===== config.mk =====
export PLATFORM = sky130hd
export DESIGN_NAME = bus_lut_ram
export DESIGN_NICKNAME = d
export VERILOG_FILES = /design/src/rtl/bus_pkg.sv /design/src/rtl/bus_pipe_reg.sv /design/src/rtl/bus_lut_ram.sv
export SDC_FILE = /design/constraint.sdc
export NUM_CORES = 1
export LEC_CHECK = 0
export CORE_ASPECT_RATIO = 0.7
export CORE_MARGIN = 2
export CORE_UTILIZATION = 55
export DETAILED_ROUTE_END_ITERATION = 10
export PLACE_DENSITY = 0.8
export SLEW_MARGIN = 20
export SYNTH_ARGS = -nofsm -noshare
export SYNTH_HDL_FRONTEND = slang
export SYNTH_HIERARCHICAL = 1
export SYNTH_SLANG_ARGS = --single-unit

===== constraint.sdc =====
create_clock -name clk -period 2.7 [get_ports clk]
set_input_delay 0.54 -clock clk [delete_from_list [all_inputs] [get_ports clk]]
set_output_delay 0.54 -clock clk [all_outputs]
set_load 0.005 [all_outputs]

===== src/rtl/bus_pkg.sv =====
// Shared definitions for the daisy-chained request/response bus cores:
// default widths, rw encoding and the response-merge FSM state type.
package bus_pkg;

  localparam int BUS_ADDR_WIDTH = 16;
  localparam int BUS_DATA_WIDTH = 16;

  localparam logic RW_READ  = 1'b0;
  localparam logic RW_WRITE = 1'b1;

  typedef enum logic [1:0] {
    RES_IDLE = 2'd0,
    RES_OWN  = 2'd1,
    RES_FWD  = 2'd2
  } res_state_t;

endpackage


===== src/rtl/bus_pipe_reg.sv =====
// Single-entry valid/ready register slice; accepts a new word whenever it is
// empty or its current word is being taken in the same cycle.
module bus_pipe_reg #(
  parameter int WIDTH = 8
) (
  input  logic             clk,
  input  logic             rst_n,
  input  logic [WIDTH-1:0] in_data,
  input  logic             in_valid,
  output logic             in_ready,
  output logic [WIDTH-1:0] out_data,
  output logic             out_valid,
  input  logic             out_ready
);

  assign in_ready = !out_valid || out_ready;

  always_ff @(posedge clk or negedge rst_n) begin
    if (!rst_n) begin
      out_valid <= 1'b0;
      out_data  <= '0;
    end else begin
      if (in_ready) out_valid <= in_valid;
      if (in_valid && in_ready) out_data <= in_data;
    end
  end

endmodule


===== src/rtl/bus_lut_ram.sv =====
// Register-file RAM core on the daisy-chained bus: owns [BASE_ADDR, BASE_ADDR+DEPTH-1],
// forwards other requests, merges its read responses with downstream ones.
// Optional direct storage port enabled by defining BUS_LUT_RAM_USER_PORT_EN.
module bus_lut_ram
  import bus_pkg::*;
#(
  parameter int                    ADDR_WIDTH = BUS_ADDR_WIDTH,
  parameter int                    DATA_WIDTH = BUS_DATA_WIDTH,
  parameter logic [ADDR_WIDTH-1:0] BASE_ADDR  = '0,
  parameter int                    DEPTH      = 8,
  localparam int                   IDX_W      = (DEPTH > 1) ? $clog2(DEPTH) : 1
) (
  input  logic                  clk,
  input  logic                  rst_n,
  input  logic [ADDR_WIDTH-1:0] req_addr_i,
  input  logic [DATA_WIDTH-1:0] req_data_i,
  input  logic                  req_rw_i,
  input  logic                  req_valid_i,
  output logic                  req_ready_o,
  output logic [ADDR_WIDTH-1:0] req_addr_o,
  output logic [DATA_WIDTH-1:0] req_data_o,
  output logic                  req_rw_o,
  output logic                  req_valid_o,
  input  logic                  req_ready_i,
  input  logic [DATA_WIDTH-1:0] res_data_i,
  input  logic                  res_valid_i,
  output logic                  res_ready_o,
  output logic [DATA_WIDTH-1:0] res_data_o,
  output logic                  res_valid_o,
  input  logic                  res_ready_i
`ifdef BUS_LUT_RAM_USER_PORT_EN
  ,
  input  logic [IDX_W-1:0]      user_addr_i,
  input  logic [DATA_WIDTH-1:0] user_data_i,
  input  logic                  user_we_i,
  output logic [DATA_WIDTH-1:0] user_data_o
`endif
);

  localparam logic [ADDR_WIDTH:0] SPAN = (ADDR_WIDTH+1)'(DEPTH);

  logic [DATA_WIDTH-1:0] mem [DEPTH];
  logic [DATA_WIDTH-1:0] own_data;
  logic                  own_pend;
  logic [ADDR_WIDTH-1:0] offset;
  logic [IDX_W-1:0]      idx;
  logic                  hit, hit_acc, hit_wr, hit_rd;
  logic                  pipe_ready;
  res_state_t            state, state_next;
  logic                  can_fwd, load_own, load_fwd, clr_own;

  // Wrapping subtraction: addresses below BASE_ADDR land far above DEPTH.
  assign offset  = req_addr_i - BASE_ADDR;
  assign hit     = {1'b0, offset} < SPAN;
  assign idx     = offset[IDX_W-1:0];
  assign hit_acc = req_valid_i && hit && !own_pend;
  assign hit_wr  = hit_acc && (req_rw_i == RW_WRITE);
  assign hit_rd  = hit_acc && (req_rw_i == RW_READ);

  assign req_ready_o = hit ? !own_pend : pipe_ready;

  bus_pipe_reg #(
    .WIDTH(ADDR_WIDTH + DATA_WIDTH + 1)
  ) u_req_pipe (
    .clk      (clk),
    .rst_n    (rst_n),
    .in_data  ({req_addr_i, req_data_i, req_rw_i}),
    .in_valid (req_valid_i && !hit),
    .in_ready (pipe_ready),
    .out_data ({req_addr_o, req_data_o, req_rw_o}),
    .out_valid(req_valid_o),
    .out_ready(req_ready_i)
  );

  // Storage has no reset so its contents survive rst_n; bus write is last and wins.
  always_ff @(posedge clk) begin
`ifdef BUS_LUT_RAM_USER_PORT_EN
    if (user_we_i) mem[user_addr_i] <= user_data_i;
`endif
    if (hit_wr) mem[idx] <= req_data_i;
    if (hit_rd) own_data <= mem[idx];
  end

`ifdef BUS_LUT_RAM_USER_PORT_EN
  assign user_data_o = mem[user_addr_i];
`endif

  // own_pend spans both waiting in own_data and sitting in the output register.
  always_comb begin
    state_next = state;
    load_own   = 1'b0;
    load_fwd   = 1'b0;
    clr_own    = 1'b0;
    can_fwd    = 1'b0;
    case (state)
      RES_IDLE: can_fwd = !own_pend;
      RES_OWN:  can_fwd = res_ready_i;
      RES_FWD:  can_fwd = res_ready_i && !own_pend;
      default:  can_fwd = 1'b0;
    endcase
    case (state)
      RES_IDLE: begin
        if (own_pend) begin
          load_own   = 1'b1;
          state_next = RES_OWN;
        end else if (res_valid_i) begin
          load_fwd   = 1'b1;
          state_next = RES_FWD;
        end
      end
      RES_OWN: begin
        if (res_ready_i) begin
          clr_own = 1'b1;
          if (res_valid_i) begin
            load_fwd   = 1'b1;
            state_next = RES_FWD;
          end else begin
            state_next = RES_IDLE;
          end
        end
      end
      RES_FWD: begin
        if (res_ready_i) begin
          if (own_pend) begin
            load_own   = 1'b1;
            state_next = RES_OWN;
          end else if (res_valid_i) begin
            load_fwd   = 1'b1;
            state_next = RES_FWD;
          end else begin
            state_next = RES_IDLE;
          end
        end
      end
      default: state_next = RES_IDLE;
    endcase
  end

  assign res_ready_o = can_fwd;
  assign res_valid_o = (state != RES_IDLE);

  always_ff @(posedge clk or negedge rst_n) begin
    if (!rst_n) begin
      state      <= RES_IDLE;
      own_pend   <= 1'b0;
      res_data_o <= '0;
    end else begin
      state <= state_next;
      if (hit_rd)       own_pend <= 1'b1;
      else if (clr_own) own_pend <= 1'b0;
      if (load_own)      res_data_o <= own_data;
      else if (load_fwd) res_data_o <= res_data_i;
    end
  end

endmodule


* Yosys cells after proc, flatten, opt, wreduce, memory -nomap -nowiden
Memories as Yosys holds them, arrays and structs flattened. A register that Yosys moved wholly into a read port is not among the register bits.
Index checks and enable logic that the tools add are counted.
Widths: inputs -> output; s select.
** Word-level totals
- Memories kept :: 1
- Logic and storage cells :: 54
- Output and inout port bits :: 53
- Bits in registers :: 53
- Bits in writable memories :: 128
- Input bits :: 55
** Memory list
- mem :: depth 8, bits a word 16, read ports 1, clocked after Yosys merged registers in 1, write ports 1, line bus_lut_ram.sv:42 : logic [DATA_WIDTH-1:0] mem [DEPTH];
** Operators by class
- Mux-type cells :: 25
- Reductions and logical operators :: 16
- $lt $le $gt $ge :: 1
- Bitwise gates (word level) :: 1
- Eq/ne operators :: 5
** Operator list (count)
- $mux 16 :: 2
- $lt 16x4->1 const B :: 1
- $mux 1 :: 13
- $mux 2 :: 6
- $logic_and 1x1->1 :: 7
- $pmux 1 s3 :: 2
- $pmux 2 s3 :: 1
- $reduce_bool 2->1 :: 3
- $ne 2x2->1 const B :: 2
- $logic_not 1->1 :: 3
- $ne 3x3->1 const B :: 1
- $reduce_and 3->1 :: 1
- $eq 2x1->1 const B :: 1
- $eq 2x2->1 const B :: 1
- $logic_not 2->1 :: 1
- $pmux 1 s2 :: 1
- $logic_or 1x1->1 :: 1
- $not 1->1 :: 1

* Depth between registers and ports, before layout
Gate-level depths: netlist of the first run.
- Depth after elaboration :: 6
- Mapped depth :: 7
- Gate-level depth less buffers :: 6

* Modules after synthesis
The synthesis of the first run kept the hierarchy.
** By module, submodules not included
- bus_lut_ram :: sequential area each 4799.6 um2, instances 1, area each 6608.8 um2, cells each 381
- bus_pipe_reg :: sequential area each 850.8 um2, instances 1, area each 1427.6 um2, cells each 73

* Worst setup path after synthesis of the first run
OpenSTA, ideal clock, no wires.
- Kind :: input to register
- From :: input req_addr_i[15]
- To :: memory mem[2][0] (netlist name) (enable)
- Setup time :: 0.388 ns
- Arrival :: 2.280 ns
- Stages :: 4
- Path buffers :: 0
- Data required time :: 2.312 ns
- Slack :: 0.032 ns
- Path through :: or4_4 -> nor4_4 -> nand4b_1 -> nor2_1
** Between the ends
- Longest elaborated chain between the ends :: 6
** RTL lines
- start: declaration :: line bus_lut_ram.sv:15 : input logic [ADDR_WIDTH-1:0] req_addr_i,
- $lt 16x4->1 :: line bus_lut_ram.sv:54 : assign hit = {1'b0, offset} < SPAN;
- $logic_and 1x1->1 (2 in a row) :: line bus_lut_ram.sv:56 : assign hit_acc = req_valid_i && hit && !own_pend;
- $logic_and 1x1->1 :: line bus_lut_ram.sv:57 : assign hit_wr = hit_acc && (req_rw_i == RW_WRITE);
- $mux 1 :: line bus_lut_ram.sv:80 : if (hit_wr) mem[idx] <= req_data_i;
- $mux 1 (implied by the code) :: line bus_lut_ram.sv:80
- end: declaration :: line bus_lut_ram.sv:42
Every way passes these cells.

* Worst setup path after layout of the first run
- From :: input req_addr_i[14]
- To :: output req_ready_o
** Between the ends
- Longest elaborated chain between the ends :: 2
** RTL lines
- $lt 16x4->1 :: line bus_lut_ram.sv:54
- $mux 1 :: line bus_lut_ram.sv:60 : assign req_ready_o = hit ? !own_pend : pipe_ready;
- end: declaration :: line bus_lut_ram.sv:19 : output logic req_ready_o,
Every way passes these cells.

==> summary by stage, run 1 <==
Flow run
Across the run, the number of max-cap violations was 0.

Cells and area
The proportion of layout cells with a drive suffix above 1 is 0.296. The antenna cell count is 0. Compared with the post-synthesis result, the final layout area differs by 27.3%. In the final design database the tool counted 660 nets. The filler cells instantiated in the layout total between 800 and 900. Excluding fillers, the count of instances in the completed layout stands at 804.

Outcome
The flow ran to the end, and the final reports show no timing, DRC or antenna violations.

STA
Setup violations remaining at the end of the flow were counted as 0. The worst slew margin relative to its limit is 0.503. The hold violation total from the final report was 0. For the final database, setup skew stands at 0.00846 ns. The sum of negative setup slack is 0 ns. The routed design could run at a clock period as short as approximately 2.6 ns. The timing-limited maximum frequency is 381 MHz. The number of max-slew violations in the final report is 0.

The worst hold slack after final layout is about 0.11 ns. The part of the cycle the worst path needs is 0.973. For the pin with the worst max-slew slack, the measured transition is ~0.75 ns.

Logic synthesis
The biggest area contributor in the post-synthesis netlist is sky130_fd_sc_hd__edfxtp_1. After synthesis the netlist holds a flip-flop and latch count of 197. The synthesized netlist contains 43 unique library cells. The share of async-settable or async-resettable flops after synthesis is 0.269. Each instance of the synthesized netlist takes up on average around 18 um2. For this run, the leading register cell type out of synthesis is sky130_fd_sc_hd__edfxtp_1. The synthesized netlist occupies a cell area of around 8000 um2. During synthesis, Yosys emitted a total of 6 warnings. The gate count of the mapped netlist is 454.

In the post-synthesis netlist, the biggest area contributors are sky130_fd_sc_hd__edfxtp_1 (54%), sky130_fd_sc_hd__dfrtp_1 (17%), sky130_fd_sc_hd__mux2_2 (6.3%). The share of the Yosys chip area taken by registers is 0.703. The net count of the mapped netlist is approximately 510.

The number of enable flip-flop cells after synthesis is 144. The top-area cell type share of the netlist area is 0.538.

Critical path
Counting both buffers and inverters, the worst setup path holds a total of 3. The critical path in this run is classified as in -> out. The highest net fanout along the worst path is 2.

The maximum cell stage delay along the critical path is 0.53 ns. The critical path arrival is ~2.1 ns. The critical path capture point type is an output pin. The worst register-to-register path begins at state[1]$_DFFE_PN0P_.

STA classifies the critical path startpoint as an input pin. The beginning of the critical path is req_addr_i[14]. The standard cell with the maximum stage delay on the critical path is sky130_fd_sc_hd__or4_4. Among cell families on the critical path, the largest total delay comes from simple AND/OR/NAND/NOR gates. For the worst setup path, the data required time is between 2 and 2.5 ns. Walking the worst path, the cells encountered are clkdlybuf4s15_1 > or4_4 > nor4_4 > buf_4 > and2_4 > mux2i_1 > buf_2.

Placed design
The count of buffers from port buffering is about 110. The number of placed instances, taps included is between 700 and 800. Summed over all nets, the half-perimeter wirelength after detailed placement is around 11000 um. The congestion estimate from routability-driven global placement came to approximately 0.77.

Route
The final routed DRC violation total is 0. The routed design uses just under 8000 um of met2 wire. After the first detailed-routing iteration, the DRC count stood at around 360.

Summed over all nets, wire length on met3 after detailed routing comes to about 970 um. The number of routed nets with antenna violations is 0. After detailed routing, the number of vias per cell comes to approximately 5.6.

The detailed router placed 4508 vias in this run. In the final routed layout, each cell accounts on average for 20.9 um. The iteration count of the initial detailed-routing pass is 5. After detailed routing, the wire length on met1 is 7500 um.

The highest metal layer carrying signal wires in the routed design is met4. The total wire length is 16800 um.

Global route
The wire length of the first global-routing pass is between 20000 and 30000 um. The total overflow left after global routing is 0. The pin count of the biggest net entering global routing is 31. The initial antenna violation count is 0. The overall routing resource usage is 0.225. The via count of the first global-routing pass is 4580.

Floorplan
Measured along the y axis, the die boundary spans roughly 110 um. The initial utilization of the core area, before any placement, comes to 0.570. The row count is 36. The count of pins on the block boundary is 108. The total area inside the core boundary comes to between 10000 and 15000 um2. The die covers 15600 um2. The die is approximately 150 um wide.

Power
The worst vdd rail ir drop is roughly 0.46 mV. Dividing total power by cell area gives a power density of a little over 700 nW/um2. The completed layout was analyzed and its total power is approximately 0.0074 W.

The leakage power total is roughly 3.8 nW.

CTS
The tree is rooted in a sky130_fd_sc_hd__clkbuf_16. At the later pin of the worst-skew pair, clock insertion delay measures 0.43 ns. In this run, post-CTS hold repair placed 0 buffers.

The number of levels in the clock H-tree is 4. The maximum count of clock buffers along a single path is 2. TritonCTS built the clock tree.

The clock sink total is roughly 200. The number of buffers created by CTS is 17. After clock tree synthesis, the clock-pin slew on the worst setup and hold paths is around 0.070 ns.

Min path
The min-delay analysis places its worst path in the category in -> async.
state kept, by name, summed over array words and instances (netlist names):
signal                cells
mem                     128
u_req_pipe/out_data      33
u_req_pipe/out_valid      1
res_data_o               16
own_pend                  1
own_data                 16
state                     2
worst reg2reg max path, stage by stage, from the launching register on:
cell and delay (ns):
sky130_fd_sc_hd__dfrtp_1 0.44, sky130_fd_sc_hd__inv_1 0.09, sky130_fd_sc_hd__ha_1 0.24, sky130_fd_sc_hd__a21o_1 0.18
sky130_fd_sc_hd__nand2_2 0.29, sky130_fd_sc_hd__mux2_2 0.39, sky130_fd_sc_hd__mux2_2 0.26
timing repair:
action                                  in CTS  in global routing
pin swaps                                    5                  4
gates cloned                                 1                  0
gates resized for setup                     17                 16
endpoints found under the setup margin       2                130
setup buffers                                9                  2
power by group:
part	switching, W	leakage (nW)	internal, W
clock network	0.00108	0.291	0.00148
logic	0.000436	1.60	0.000785
registers	0.000125	1.92	0.00346
metal layers:
metal,global-route usage,vias up
met3,0.0445,36
li1,-,2048
met2,0.347,183
met4,0.0837,0
met5,0,-
met1,0.323,2241
path summary, 6_finish.rpt:
path	to	slack, ns	depth (start not counted)
min in group clk	u_req_pipe/out_data[32]$_DFFE_PN0P_	0.38	2
max in group asynchronous	u_req_pipe/out_data[16]$_DFFE_PN0P_	2.25	2
worst max register to register	res_data_o[14]$_DFFE_PN0P_	0.69	6
worst min-delay path	res_data_o[3]$_DFFE_PN0P_	0.11	2
worst min register to register	u_req_pipe/out_data[28]$_DFFE_PN0P_	0.51	1
worst max-delay path	req_ready_o	0.07	7
cell type report:
class | count | area [um2] | share of cell area
multi-input combinational | 229 | 2240 | 0.219
tap | 190 | 238 | 0.0232
clock inverter | 13 | 155 | 0.0152
inverter | 6 | 22.5 | 0.00220
clock buffer | 19 | 443 | 0.0433
timing repair buffer | 150 | 1480 | 0.144
sequential | 197 | 5650 | 0.552
through the flow:
stage	area [um2]	utilization	worst slack [ns]
floorplan	8040	-	0.0316
global placement	9540	0.676	-0.501
detailed placement	9540	0.676	-0.552
CTS	10200	0.726	0.00211
global route	10200	0.726	-0.00480
finish	10200	0.726	0.0735
cell families (layout without fill, tap and decap cells):
kind of cell	after synthesis	after routing	share of synthesized area
compound gates	52	52	0.0419
fa+ha+maj	4	4	0.00623
buf+inv	28	188	0.0223
flops	197	197	0.703
mux	107	107	0.181
simple gates	66	66	0.0458
placed cells by master, fill, tap and decap left out, types with 3 or more instances in the layout:
cell	synthesis	routed
sky130_fd_sc_hd__dlygate4sd2_1	0	4
sky130_fd_sc_hd__bufinv_16	0	3
sky130_fd_sc_hd__ha_1	4	3
sky130_fd_sc_hd__a22oi_1	7	7
sky130_fd_sc_hd__inv_6	0	3
sky130_fd_sc_hd__buf_4	2	29
sky130_fd_sc_hd__mux2i_1	18	18
sky130_fd_sc_hd__buf_6	0	7
sky130_fd_sc_hd__nand2b_1	3	3
sky130_fd_sc_hd__nand2_1	23	23
sky130_fd_sc_hd__mux4_2	14	14
sky130_fd_sc_hd__o211ai_1	6	6
sky130_fd_sc_hd__mux2_4	30	30
sky130_fd_sc_hd__o21ai_0	16	16
sky130_fd_sc_hd__mux2_2	45	45
sky130_fd_sc_hd__clkinv_2	0	4
sky130_fd_sc_hd__edfxtp_1	144	144
sky130_fd_sc_hd__nor2_2	0	3
sky130_fd_sc_hd__buf_12	3	7
sky130_fd_sc_hd__inv_1	6	5
sky130_fd_sc_hd__dfrtp_1	53	53
sky130_fd_sc_hd__buf_2	14	4
sky130_fd_sc_hd__a21oi_1	10	10
sky130_fd_sc_hd__nor2b_1	4	3
sky130_fd_sc_hd__clkbuf_16	0	17
sky130_fd_sc_hd__a22o_1	6	6
sky130_fd_sc_hd__nand3_1	6	6
sky130_fd_sc_hd__nor2_1	12	9
sky130_fd_sc_hd__clkdlybuf4s50_1	0	96
cell usage after synthesis (2+ instances only):
cell and instances:
sky130_fd_sc_hd__nor3_2 2, sky130_fd_sc_hd__edfxtp_1 144, sky130_fd_sc_hd__o21ai_0 16, sky130_fd_sc_hd__o22ai_1 2
sky130_fd_sc_hd__ha_1 4, sky130_fd_sc_hd__nor2_1 12, sky130_fd_sc_hd__nor2b_1 4, sky130_fd_sc_hd__buf_12 3
sky130_fd_sc_hd__dfrtp_1 53, sky130_fd_sc_hd__mux2_2 45, sky130_fd_sc_hd__a22oi_1 7, sky130_fd_sc_hd__a221o_1 2
sky130_fd_sc_hd__a21oi_1 10, sky130_fd_sc_hd__inv_1 6, sky130_fd_sc_hd__mux2i_1 18, sky130_fd_sc_hd__mux2_4 30
sky130_fd_sc_hd__o211ai_1 6, sky130_fd_sc_hd__clkbuf_1 2, sky130_fd_sc_hd__and2_1 2, sky130_fd_sc_hd__nand3_1 6
sky130_fd_sc_hd__buf_2 14, sky130_fd_sc_hd__buf_4 2, sky130_fd_sc_hd__nand2_1 23, sky130_fd_sc_hd__nand2b_1 3
sky130_fd_sc_hd__a22o_1 6, sky130_fd_sc_hd__nand3b_1 2, sky130_fd_sc_hd__mux4_2 14
(Power assumes the default switching activity.)
==> run 2, diff against run 1 <==
SLEW_MARGIN = not set   (was 20)
==> results of run 2 <==
The final DEF is identical to that of run 1; final timing and power are the same.
==> run 3, diff against run 2 <==
CORE_MARGIN = 10   (was 2)
==> summary by stage, run 3 (synthesis results as in run 1) <==
Outcome
Status: finished clean (unchanged).

Route
The final routed DRC violation total is 0 (unchanged). The total wire length came to 17600 um (was 16800 um). The number of routed nets with antenna violations came to 0 (unchanged). The iteration count of the initial detailed-routing pass is 5 (unchanged). The routed wire length per instance is 22.1 um (was 20.9 um).

The detail-routed via count per cell is 5.70 (was 5.61). The number of DRC markers after the initial detailed-route iteration is 414 (was 358). The count of vias placed by the detailed router was 4561 (was 4508).

Critical path
The maximum cell stage delay along the critical path is 0.55 ns (was 0.53 ns). Critical path, cell by cell: dlygate4sd2_1 > or4_4 > nor4_4 > buf_4 > buf_4 > buf_4 > buf_4 > nand4_1 > buf_6 > nor3_4 > clkbuf_16 (was clkdlybuf4s15_1 > or4_4 > nor4_4 > buf_4 > and2_4 > mux2i_1 > buf_2). The number of buffers and inverters on the critical path is 7 (was 3). The category of cells accounting for the largest share of critical-path delay is simple AND/OR/NAND/NOR gates (unchanged). The launching element type of the critical path is an input pin (unchanged).

The highest net fanout along the worst path is 8 (was 2). The critical path capture point type is a flop (was output pin). The origin of the critical flop-to-flop path is state[1]$_DFFE_PN0P_ (unchanged). The dominant cell type by count on the critical path is sky130_fd_sc_hd__buf_4.

The worst setup slack for register-to-register paths is 0.70 ns (was 0.69 ns). The end of the worst register-to-register path is res_data_o[15]$_DFFE_PN0P_ (was res_data_o[14]$_DFFE_PN0P_). The critical path arrival was 2.79 ns (was 2.09 ns). The standard cell with the maximum stage delay on the critical path is sky130_fd_sc_hd__or4_4 (unchanged). The number of cells on the worst reg-to-reg path is 6 (unchanged).

The data required time of the critical path is 2.85 ns (was 2.16 ns). The category of the most critical setup path is in -> reg (was in -> out).

Placed design
The number of placed instances, taps included came to 763 (was 764). The placed wire-length estimate after detailed placement is 11900 um (was 11000 um). The count of buffers from port buffering is 107 (unchanged). The final estimated routing congestion in global placement is 0.774 (was 0.766).

Global route
The via count of the first global-routing pass is 4727 (was 4580). The pin count of the biggest net entering global routing is 28 (was 31). The overall routing resource usage is 0.179 (was 0.225).

The leftover overflow at the end of global routing is 0 (unchanged). The initial antenna violation count came to 0 (unchanged). The wire length of the first global-routing pass is 27100 um (was 26200 um).

Floorplan
The height of the die was 121 um (was 105 um). The die outline width is 164 um (was 148 um). The count of pins on the block boundary was 108 (unchanged).

The core area is 14100 um2 (unchanged). The initial cell density of the core came to 0.570 (unchanged). The floorplan die area came to 19900 um2 (was 15600 um2). The row count came to 36 (unchanged).

Power
The power share of the sequential group is 0.498 (was 0.487). The worst vdd rail ir drop came to 0.599 mV (was 0.456 mV). The switching share of power is 0.230 (was 0.223).

The leakage power total came to 3.79 nW (was 3.81 nW). The internal power consumption is 0.00554 W (was 0.00573 W). The power dissipated by switching net loads is 0.00165 W (was 0.00164 W).

The power density over the cells is 707 nW/um2 (was 720 nW/um2). The portion of total power attributed to the clock network is 0.328 (was 0.347). The combinational group share of total power is 0.174 (was 0.166).

CTS
The hold buffer count at cts is 0 (unchanged). The clock tree from TritonCTS is built (unchanged). The number of buffers created by CTS is 17 (unchanged). The clock sink total was 197 (unchanged). The cell at the root of the clock tree was sky130_fd_sc_hd__clkbuf_16 (unchanged). The maximum count of clock buffers along a single path is 2 (unchanged). The clock insertion delay at the later pin of the skew report is 0.43 ns (about the same). The clock slew at the register clock pins of the worst setup and hold paths is 0.07 ns (about the same). The number of levels in the clock H-tree is 4 (unchanged).

STA
The worst clock skew on the final layout is 0.00695 ns (was 0.00846 ns). The slew at the pin closest to its max-slew limit is 0.683 ns (was 0.746 ns). The final number of setup-violating endpoints is 0 (unchanged).

The worst slew margin relative to its limit is 0.545 (was 0.503). The hold violation total from the final report is 0 (unchanged). Setup repair after global routing left no endpoint under its margin. The number of max-slew violations in the final report is 0 (unchanged).

The part of the cycle the worst path needs is 0.979 (was 0.973). The sum of negative setup slack is 0 ns (unchanged). The minimum period implied by the final worst setup slack is 2.64 ns (was 2.63 ns). The timing-limited maximum frequency was 378 MHz (was 381 MHz).

Cells and area
The flip-flop count of the largest register after layout was 128 (unchanged). The fill cell instance count of the final layout is 859 (was 834). The antenna cell count is 0 (unchanged). The most frequent standard cell in the layout excluding fill and tap cells is sky130_fd_sc_hd__edfxtp_1 (unchanged). The combined flip-flop and latch cell area is 5650 um2 (unchanged). The total area of multi-input combinational cells is 2230 um2 (was 2240 um2). The final-stage net count was 656 (was 660).

The final standard cell count with taps included and fillers excluded is 800 (was 804). Top Registers: mem (128), u_req_pipe/out_data (33) (unchanged). The proportion of layout cells with a drive suffix above 1 came to 0.289 (was 0.296). Highest-count cells in the layout ignoring fill and taps: sky130_fd_sc_hd__edfxtp_1 (144), sky130_fd_sc_hd__clkdlybuf4s50_1 (99), sky130_fd_sc_hd__dfrtp_1 (53) (was sky130_fd_sc_hd__edfxtp_1 (144), sky130_fd_sc_hd__clkdlybuf4s50_1 (96), sky130_fd_sc_hd__dfrtp_1 (53)). The area added between synthesis and finish is 26.6% (was 27.3%). The register name with the most flops is mem (unchanged).

Flow run
The max capacitance violation total is 0 (unchanged).

Min path
The classification of the worst-slack hold path was in -> async (unchanged).
run 3: power by group through the flow:
stage / Combinational [W] / Sequential [W] / Clock [W]
2_1_floorplan: 0.000524 / 0.00364 / 0
3_3_place_gp: 0.00121 / 0.00362 / 0
3_5_place_dp: 0.00125 / 0.00364 / 0
4_1_cts: 0.00126 / 0.00358 / 0.00239
5_1_grt: 0.00135 / 0.00361 / 0.00251
6_report: 0.00125 / 0.00358 / 0.00236
run 3: worst register-to-register path: stages (launching register included):
cell	delay, ns
sky130_fd_sc_hd__dfrtp_1	0.43
sky130_fd_sc_hd__inv_1	0.09
sky130_fd_sc_hd__ha_1	0.25
sky130_fd_sc_hd__a21o_1	0.19
sky130_fd_sc_hd__nand2_2	0.29
sky130_fd_sc_hd__mux2_2	0.39
sky130_fd_sc_hd__mux2_2	0.27
run 3: timing repair:
item	4_1_cts	5_1_grt
gates resized for setup	11	7
buffers inserted	4	1
pin swaps	2	4
endpoints found under the setup margin	2	130
cloned	0	1
run 3: cell type report:
type                       instances  share of cell area
clock buffer                      19              0.0435
clock inverter                    13              0.0107
inverter                           6             0.00221
multi-input combinational        229               0.220
sequential                       197               0.555
tap                              190              0.0234
timing repair buffer             146               0.145
run 3: how the worst max path moves through the flow:
stage / startpoint / to / slack (ns) / depth (start not counted)
6_report: req_addr_i[12] / mem[1][3]$_DFFE_PP_ / 0.06 / 11
5_1_grt: req_addr_i[12] / req_ready_o / 0.01 / 6
4_1_cts: state[0]$_DFFE_PN0P_ / res_ready_o / 0.01 / 6
3_5_place_dp: req_addr_i[15] / req_ready_o / -0.56 / 6
3_3_place_gp: req_addr_i[15] / req_ready_o / -0.50 / 6
2_1_floorplan: req_addr_i[15] / mem[2][0]$_DFFE_PP_ / 0.03 / 4
run 3: per-layer routing:
metal | global-route usage | routed length, um
met5 | 0 | 0
met4 | 0.0740 | 312
met3 | 0.0427 | 1350
met2 | 0.273 | 8230
met1 | 0.244 | 7760
run 3: metrics by stage:
stage	util	setup slack, ns	area [um2]	power, W	hold slack, ns
final	0.722	0.0571	10200	0.00720	0.141
after CTS	0.718	0.0148	10100	0.00723	0.142
after global routing	0.722	0.0114	10200	0.00746	0.178
after global placement	0.677	-0.504	9540	0.00483	0.490
after floorplan	-	0.0316	8040	0.00417	0.244
after detailed placement	0.677	-0.559	9540	0.00489	0.490
